<file path="config.mk">
export PLATFORM = sky130hd
export DESIGN_NAME = cpu_mc
export DESIGN_NICKNAME = d
export VERILOG_FILES = /design/src/rtl/cpu_mc_pkg.sv /design/src/rtl/cpu_mc_regfile.sv /design/src/rtl/cpu_mc.sv
export SDC_FILE = /design/constraint.sdc
export NUM_CORES = 2
export LEC_CHECK = 0
export CAP_MARGIN = 25
export CORE_MARGIN = 10
export CORE_UTILIZATION = 33
export CTS_BUF_LIST = sky130_fd_sc_hd__clkbuf_8
export DETAILED_ROUTE_END_ITERATION = 8
export PLACE_DENSITY_LB_ADDON = 0.08
export SLEW_MARGIN = 20
export SYNTH_ARGS = -nofsm -noshare
export SYNTH_HDL_FRONTEND = slang
export SYNTH_HIERARCHICAL = 1
export SYNTH_SLANG_ARGS = --single-unit
</file>
<file path="constraint.sdc">
create_clock -name iClk -period 13.1 [get_ports iClk]
set_clock_uncertainty 0.15 [all_clocks]
set_input_delay 1.31 -clock iClk [delete_from_list [all_inputs] [get_ports iClk]]
set_output_delay 1.31 -clock iClk [all_outputs]
set_load 0.05 [all_outputs]
</file>
<file path="src/rtl/cpu_mc_pkg.sv">
// Shared definitions for the multi-cycle core: FSM states, instruction
// classes, opcode/OPX constants, instruction field positions and decode helpers.
package cpu_mc_pkg;

  typedef enum logic [2:0] {
    S_FETCH  = 3'd0,
    S_DECODE = 3'd1,
    S_EXEC   = 3'd2,
    S_MEM    = 3'd3,
    S_WB     = 3'd4,
    S_HALT   = 3'd5
  } state_t;

  typedef enum logic [3:0] {
    I_ADDI, I_ADD, I_SUB, I_LDW, I_STW,
    I_BR, I_BEQ, I_BLT, I_CALL, I_RET, I_ILL
  } instr_t;

  // Primary opcodes (IR[5:0])
  localparam logic [5:0] OP_CALL  = 6'h00;
  localparam logic [5:0] OP_ADDI  = 6'h04;
  localparam logic [5:0] OP_BR    = 6'h06;
  localparam logic [5:0] OP_STW   = 6'h15;
  localparam logic [5:0] OP_BLT   = 6'h16;
  localparam logic [5:0] OP_LDW   = 6'h17;
  localparam logic [5:0] OP_BEQ   = 6'h26;
  localparam logic [5:0] OP_RTYPE = 6'h3A;

  // Extended opcodes of the R-type group (IR[16:6])
  localparam logic [10:0] OPX_RET = 11'h0A0;  // 0x05 << 5
  localparam logic [10:0] OPX_ADD = 11'h620;  // 0x31 << 5
  localparam logic [10:0] OPX_SUB = 11'h720;  // 0x39 << 5

  // Field positions
  localparam int SRC1_LSB  = 27;
  localparam int SRC2_LSB  = 22;
  localparam int DEST_LSB  = 17;
  localparam int IMM16_LSB = 6;
  localparam int IMM26_LSB = 6;
  localparam int OPX_LSB   = 6;
  localparam int OP_LSB    = 0;

  function automatic logic [4:0] f_src1(input logic [31:0] ir);
    return ir[SRC1_LSB +: 5];
  endfunction

  function automatic logic [4:0] f_src2(input logic [31:0] ir);
    return ir[SRC2_LSB +: 5];
  endfunction

  function automatic logic [4:0] f_dest(input logic [31:0] ir);
    return ir[DEST_LSB +: 5];
  endfunction

  function automatic logic [25:0] f_imm26(input logic [31:0] ir);
    return ir[IMM26_LSB +: 26];
  endfunction

  function automatic logic [31:0] f_imm32(input logic [31:0] ir);
    logic [15:0] imm16;
    imm16 = ir[IMM16_LSB +: 16];
    return {{16{imm16[15]}}, imm16};
  endfunction

  function automatic logic [10:0] f_opx(input logic [31:0] ir);
    return ir[OPX_LSB +: 11];
  endfunction

  function automatic logic [5:0] f_op(input logic [31:0] ir);
    return ir[OP_LSB +: 6];
  endfunction

  // Anything not listed here is illegal and stops the core.
  function automatic instr_t decode_instr(input logic [31:0] ir);
    instr_t cls;
    cls = I_ILL;
    case (f_op(ir))
      OP_CALL: cls = I_CALL;
      OP_ADDI: cls = I_ADDI;
      OP_BR:   cls = I_BR;
      OP_STW:  cls = I_STW;
      OP_BLT:  cls = I_BLT;
      OP_LDW:  cls = I_LDW;
      OP_BEQ:  cls = I_BEQ;
      OP_RTYPE: begin
        case (f_opx(ir))
          OPX_ADD: cls = I_ADD;
          OPX_SUB: cls = I_SUB;
          OPX_RET: cls = I_RET;
          default: cls = I_ILL;
        endcase
      end
      default: cls = I_ILL;
    endcase
    return cls;
  endfunction

endpackage

</file>
<file path="src/rtl/cpu_mc_regfile.sv">
// 32 x 32-bit register file: two combinational read ports, one write port,
// r0 reads as zero and ignores writes. Cleared by reset.
module cpu_mc_regfile (
  input  logic        clk,
  input  logic        rst_n,
  input  logic [4:0]  raddr_a,
  input  logic [4:0]  raddr_b,
  output logic [31:0] rdata_a,
  output logic [31:0] rdata_b,
  input  logic        we,
  input  logic [4:0]  waddr,
  input  logic [31:0] wdata
);

  logic [31:0] regs [32];

  // Register storage; writes to r0 are dropped
  always_ff @(posedge clk or negedge rst_n) begin
    if (!rst_n) begin
      for (int i = 0; i < 32; i++) regs[i] <= '0;
    end else if (we && (waddr != 5'd0)) begin
      regs[waddr] <= wdata;
    end
  end

  assign rdata_a = (raddr_a == 5'd0) ? 32'd0 : regs[raddr_a];
  assign rdata_b = (raddr_b == 5'd0) ? 32'd0 : regs[raddr_b];

endmodule

</file>
<file path="src/rtl/cpu_mc.sv">
// Multi-cycle core: FETCH/DECODE/EXEC/MEM/WB FSM sharing one memory port.
// ALU, PC and control live here; the register file is a sub-module.
module cpu_mc
  import cpu_mc_pkg::*;
#(
  parameter logic [31:0] RESET_PC = 32'h0000_0000,
  parameter int          LINK_REG = 31
) (
  input  logic        iClk,
  input  logic        nRst,
  output logic [31:0] oMemAddr,
  output logic [31:0] oMemData,
  input  logic [31:0] iMemData,
  output logic        oMemRead,
  output logic        oMemWrite,
  input  logic        iMemReady,
  output logic        oHalt
);

  localparam logic [4:0] LINK_ADDR = 5'(LINK_REG);

  state_t             state, state_next;
  logic [31:0]        pc, ir, ra, rb, rz, ry;
  instr_t             instr;
  logic [31:0]        imm32;
  logic signed [31:0] ra_s, rb_s;
  logic               br_take;
  logic               mem_read, mem_write;
  logic [4:0]         rf_raddr_a, rf_waddr;
  logic [31:0]        rf_rdata_a, rf_rdata_b, rf_wdata;
  logic               rf_we;

  assign instr = decode_instr(ir);
  assign imm32 = f_imm32(ir);
  assign ra_s  = ra;
  assign rb_s  = rb;

  // Port A reads the link register during EXEC so ret can redirect the PC
  assign rf_raddr_a = (state == S_EXEC) ? LINK_ADDR : f_src1(ir);

  cpu_mc_regfile u_regfile (
    .clk     (iClk),
    .rst_n   (nRst),
    .raddr_a (rf_raddr_a),
    .raddr_b (f_src2(ir)),
    .rdata_a (rf_rdata_a),
    .rdata_b (rf_rdata_b),
    .we      (rf_we),
    .waddr   (rf_waddr),
    .wdata   (rf_wdata)
  );

  // Branch condition from the operands latched in DECODE
  always_comb begin
    br_take = 1'b0;
    case (instr)
      I_BR:    br_take = 1'b1;
      I_BEQ:   br_take = (ra == rb);
      I_BLT:   br_take = (ra_s < rb_s);
      default: br_take = 1'b0;
    endcase
  end

  // Write-back target and value per instruction class
  always_comb begin
    rf_we    = (state == S_WB);
    rf_waddr = '0;
    rf_wdata = rz;
    case (instr)
      I_ADDI:       rf_waddr = f_src2(ir);
      I_ADD, I_SUB: rf_waddr = f_dest(ir);
      I_LDW: begin
        rf_waddr = f_src2(ir);
        rf_wdata = ry;
      end
      I_CALL:       rf_waddr = LINK_ADDR;
      default:      rf_we = 1'b0;
    endcase
  end

  // State register
  always_ff @(posedge iClk or negedge nRst) begin
    if (!nRst) state <= S_FETCH;
    else       state <= state_next;
  end

  // Next-state and memory strobe decode
  always_comb begin
    state_next = state;
    mem_read   = 1'b0;
    mem_write  = 1'b0;
    case (state)
      S_FETCH: begin
        mem_read = 1'b1;
        if (iMemReady) state_next = S_DECODE;
      end
      S_DECODE: state_next = (instr == I_ILL) ? S_HALT : S_EXEC;
      S_EXEC: begin
        case (instr)
          I_LDW, I_STW:                 state_next = S_MEM;
          I_ADDI, I_ADD, I_SUB, I_CALL: state_next = S_WB;
          default:                      state_next = S_FETCH;
        endcase
      end
      S_MEM: begin
        if (instr == I_LDW) mem_read  = 1'b1;
        else                mem_write = 1'b1;
        if (iMemReady) state_next = (instr == I_LDW) ? S_WB : S_FETCH;
      end
      S_WB:    state_next = S_FETCH;
      S_HALT:  state_next = S_HALT;
      default: state_next = S_FETCH;
    endcase
  end

  // Strobes are gated by reset so an aborted access drops at once
  assign oMemRead  = nRst & mem_read;
  assign oMemWrite = nRst & mem_write;
  assign oMemAddr  = (state == S_FETCH) ? pc : rz;
  assign oMemData  = rb;
  assign oHalt     = (state == S_HALT);

  // Datapath registers: PC, IR, operand latches, ALU result and load data
  always_ff @(posedge iClk or negedge nRst) begin
    if (!nRst) begin
      pc <= RESET_PC;
      ir <= '0;
      ra <= '0;
      rb <= '0;
      rz <= '0;
      ry <= '0;
    end else begin
      case (state)
        S_FETCH: begin
          if (iMemReady) begin
            ir <= iMemData;
            pc <= pc + 32'd4;
          end
        end
        S_DECODE: begin
          ra <= rf_rdata_a;
          rb <= rf_rdata_b;
        end
        S_EXEC: begin
          case (instr)
            I_ADDI, I_LDW, I_STW: rz <= ra + imm32;
            I_ADD:                rz <= ra + rb;
            I_SUB:                rz <= ra - rb;
            I_BR, I_BEQ, I_BLT: begin
              if (br_take) pc <= pc + imm32;
            end
            I_CALL: begin
              rz <= pc;
              pc <= {pc[31:28], f_imm26(ir), 2'b00};
            end
            I_RET:   pc <= rf_rdata_a;
            default: ;
          endcase
        end
        S_MEM: begin
          if (iMemReady && (instr == I_LDW)) ry <= iMemData;
        end
        default: ;
      endcase
    end
  end

endmodule

</file>
==> qor.yml <==
critical_path:
  path_max_fanout: 33
  cp.arrival_ns: 6.92
  reg2reg_slack_ns: 6.87
  critPathBufInv: 1
  crit_family: "compound AO/OA/AOI/OAI gates"
  criticalPathCategory: "flop to flop"
  start_kind: "flop"
  slowest_delay_ns: 0.60
  crit_slowest_cell: "or4b_1"
  end_kind: "flop"
  required_ns: 13.79
  crit_chain: "or4b_1 -> a2111oi_1 -> a21oi_1 -> nor4_4 -> buf_4 -> mux2_2 -> ha_1 -> nand3_1 -> or3_1 -> or3_1 -> a311o_1 -> a311o_1 -> o21a_4 -> o311ai_4 -> xnor2_1 -> a22oi_2 -> a31oi_1"
floorplan:
  start_util_pct: 33.2
  die_w_um: 479
  die-area_um2: 230000
  die_y_um: 479
  fp-row-count: 168
  core_area_um2: 210000
  pin_count: 102
pwr:
  power.leakage_nw: 35.4
  pwr-share-seq_pct: 27.0
  internal_power_mw: 9.02
  p_per_area_nw_per_um2: 220
  power_frac_comb_pct: 50.9
  switching_share_pct: 47.5
  ir_worst_vdd_v: 0.000158
  p_clk_share_pct: 22.2
  power_switching_mw: 8.18
sta:
  timing.hold.ws_ns: 0.244
  finalSetupTns_ns: 0
  worst-slew-pin-transition_ns: 1.19
  finalHoldViolCount: 0
  clock.fmax_mhz: 161
  grt_setup_unrepaired: "no"
  setup_violations: 0
  slew_violations: 0
  finalCritPeriodShare_pct: 47.5
  fin_crit_ns: 6.23
  slew_headroom_pct: 20.3
placed_design:
  hpwl_mm: 172
  numPortBuffers: 101
  place_congestion: 0.887
synthesis:
  synth_cells: 5340
  syn_nets: 5473
  synth_edf_count: 0
  seq_area_frac_synth_pct: 43.8
  ys.flop_type: "dfrtp_1"
  synth_warnings: 6
  ys_ff_latch: 1219
  synth_cell_types: 91
  syn_area_per_cell_um2: 13.0
  syn_area_um2: 69600
  async_reset_ff_share_pct: 100
flow_run:
  drv_cap: 0
drt:
  wl_met3_mm: 15.4
  met2_length_mm: 127
  dr.pass1.iters: 6
  avgRoutedWirePerCell_um: 33.2
  vias: 48900
  vias_per_cell: 5.90
  routed_wl_mm: 275
  met1_length_mm: 125
  top_signal_layer_used: "met4"
  drt-initial-drc-count: 3951
  ant_nets: 0
  drc: 0
final_layout:
  area_delta_synth_final_pct: 12.2
  fillers: 20200
  layout_common_cells: "1214 x dfrtp_1, 1136 x mux2_2, 448 x mux4_2"
  regArea_um2: 30500
  fin_util_pct: 37.2
  drive_gt1_share_pct: 39.6
  final_common_cell: "dfrtp_1"
  multi_input_area_um2: 36900
  final_nets: 5432
min_path:
  hold_class: "flop to flop"
cts:
  clockBufferDepth: 3
  clk_latency_ns: 1.02
  cts_resized: 0
  cts-root-buf: "clkbuf_8"
  post_cts_buffers: 0
  cts_made_buffers: 222
  cts_tree: "done"
  clk_pin_slew_ns: 0.06
  cts.sinks: 1219
  htree_levels: 4
global_route:
  grt_pass1_vias: 50500
  globalRouteTotalUtil_pct: 23.4
  antenna_found_initial: 12
  grt_pass1_wl_mm: 392
  grt_overflow: 0
  grt_max_degree: 156
status:
  status: "completed"
-- cells in the mapped netlist (7+ instances only) --
master	count	area share, %
dfrtp_1	1219	44
mux2_2	1136	18
mux4_2	448	14
clkbuf_1	276	1.5
o21ai_0	238	1.7
nand2_1	179	0.97
buf_2	173	1.2
nor2_1	162	0.87
a21oi_1	160	1.2
mux2i_1	135	1.9
ha_1	95	1.7
a221oi_1	85	1.1
mux2_1	81	1.3
a211oi_1	79	0.85
nor2b_1	77	0.69
a22oi_1	76	0.82
inv_1	73	0.39
a311oi_1	66	0.83
a21o_1	64	0.69
buf_4	46	0.50
xnor2_1	46	0.58
nand3_1	37	0.27
xor2_1	32	0.40
nor3_1	30	0.22
nand2b_1	26	0.23
a31oi_1	22	0.20
o2111ai_1	19	0.24
nand4_1	18	0.16
and3_1	16	0.14
buf_1	14	0.075
o31ai_1	13	0.14
or3_1	13	0.12
o21a_1	12	0.13
o21ai_1	12	0.086
and2_1	11	0.099
o21bai_1	11	0.12
or2_2	11	0.099
o211ai_1	10	0.11
a222oi_1	8	0.12
a21boi_0	7	0.075
a221o_1	7	0.10
-- per-stage QoR --
step	setup slack, ns	power, mW	cell area, µm²	instances
after floorplan	7.76	9.90	69600	5340
final	6.87	17.2	78100	8284
after global routing	6.56	18.0	78100	8279
after global placement	7.00	13.4	73300	7867
after CTS	6.92	17.3	78000	8273
after detailed placement	6.96	13.4	73400	7874
-- worst reg2reg max path, cell delays in order (launching register included) --
cell	delay, ns
dfrtp_1	0.47
or4b_1	0.61
a2111oi_1	0.59
a21oi_1	0.29
nor4_4	0.19
buf_4	0.40
mux2_2	0.40
ha_1	0.39
nand3_1	0.15
or3_1	0.37
or3_1	0.38
a311o_1	0.41
a311o_1	0.41
o21a_4	0.25
o311ai_4	0.27
xnor2_1	0.10
a22oi_2	0.14
a31oi_1	0.09
-- worst paths after layout --
check	start	to	depth (start not counted)
max in group asynchronous	nRst	u_regfile/regs[924]$_DFFE_PN0P_	5
worst min-delay path	u_regfile/regs[1014]$_DFFE_PN0P_	u_regfile/regs[1014]$_DFFE_PN0P_	0
worst min register to register	u_regfile/regs[1014]$_DFFE_PN0P_	u_regfile/regs[1014]$_DFFE_PN0P_	0
min in group asynchronous	nRst	ry[7]$_DFFE_PN0P_	2
worst max-delay path	ir[7]$_DFFE_PN0P_	rz[31]$_DFFE_PN0P_	17
worst max register to register	ir[7]$_DFFE_PN0P_	rz[31]$_DFFE_PN0P_	17
-- registers in the layout, indices dropped and copies added, names as in the netlist --
| register | count |
|---|---|
| rz | 32 |
| ra | 32 |
| state | 3 |
| u_regfile/regs | 1024 |
| ry | 32 |
| oMemData | 32 |
| pc | 32 |
| ir | 32 |
-- layout make-up --
class	instances	area share, %
Multi-Input combinational cell	3531	47.2
Sequential cell	1219	39.1
Clock buffer	287	5.06
Tap cell	2805	4.49
Timing Repair Buffer	252	2.99
Clock inverter	111	0.844
Inverter	73	0.357
Antenna cell	6	0.0192
-- what timing repair did --
item | CTS | global route
endpoints found under the setup margin | 0 | 0
hold buffers | 1 | 0
endpoints found under the hold margin | 13 | 0
-- power groups by stage --
stage	clock [mW]	combinational [mW]	sequential, mW
2_1_floorplan	0	5.41	4.50
3_3_place_gp	0	8.67	4.69
3_5_place_dp	0	8.67	4.69
4_1_cts	3.94	8.70	4.63
5_1_grt	4.10	9.25	4.68
6_report	3.82	8.74	4.63
-- kinds of logic (layout without fill, tap and decap cells) --
kind of cell	Yosys count	count (layout)	synth area share, %
adder cells (fa/ha/maj)	98	98	1.79
other	0	6	0
AO/OA/AOI/OAI	938	938	9.13
flip-flops	1219	1219	43.8
XOR/XNOR	78	78	0.981
buffers and inverters	590	723	3.82
AND/OR/NAND/NOR	617	617	4.35
multiplexers	1800	1800	36.1
-- layer usage --
metal  vias up  GRT usage [%]
li1      20400              -
met1     26400           32.8
met2      1689           37.1
met3       445           3.72
met4         0           7.06
met5         -              0
Power figures use the tool's default switching activity.
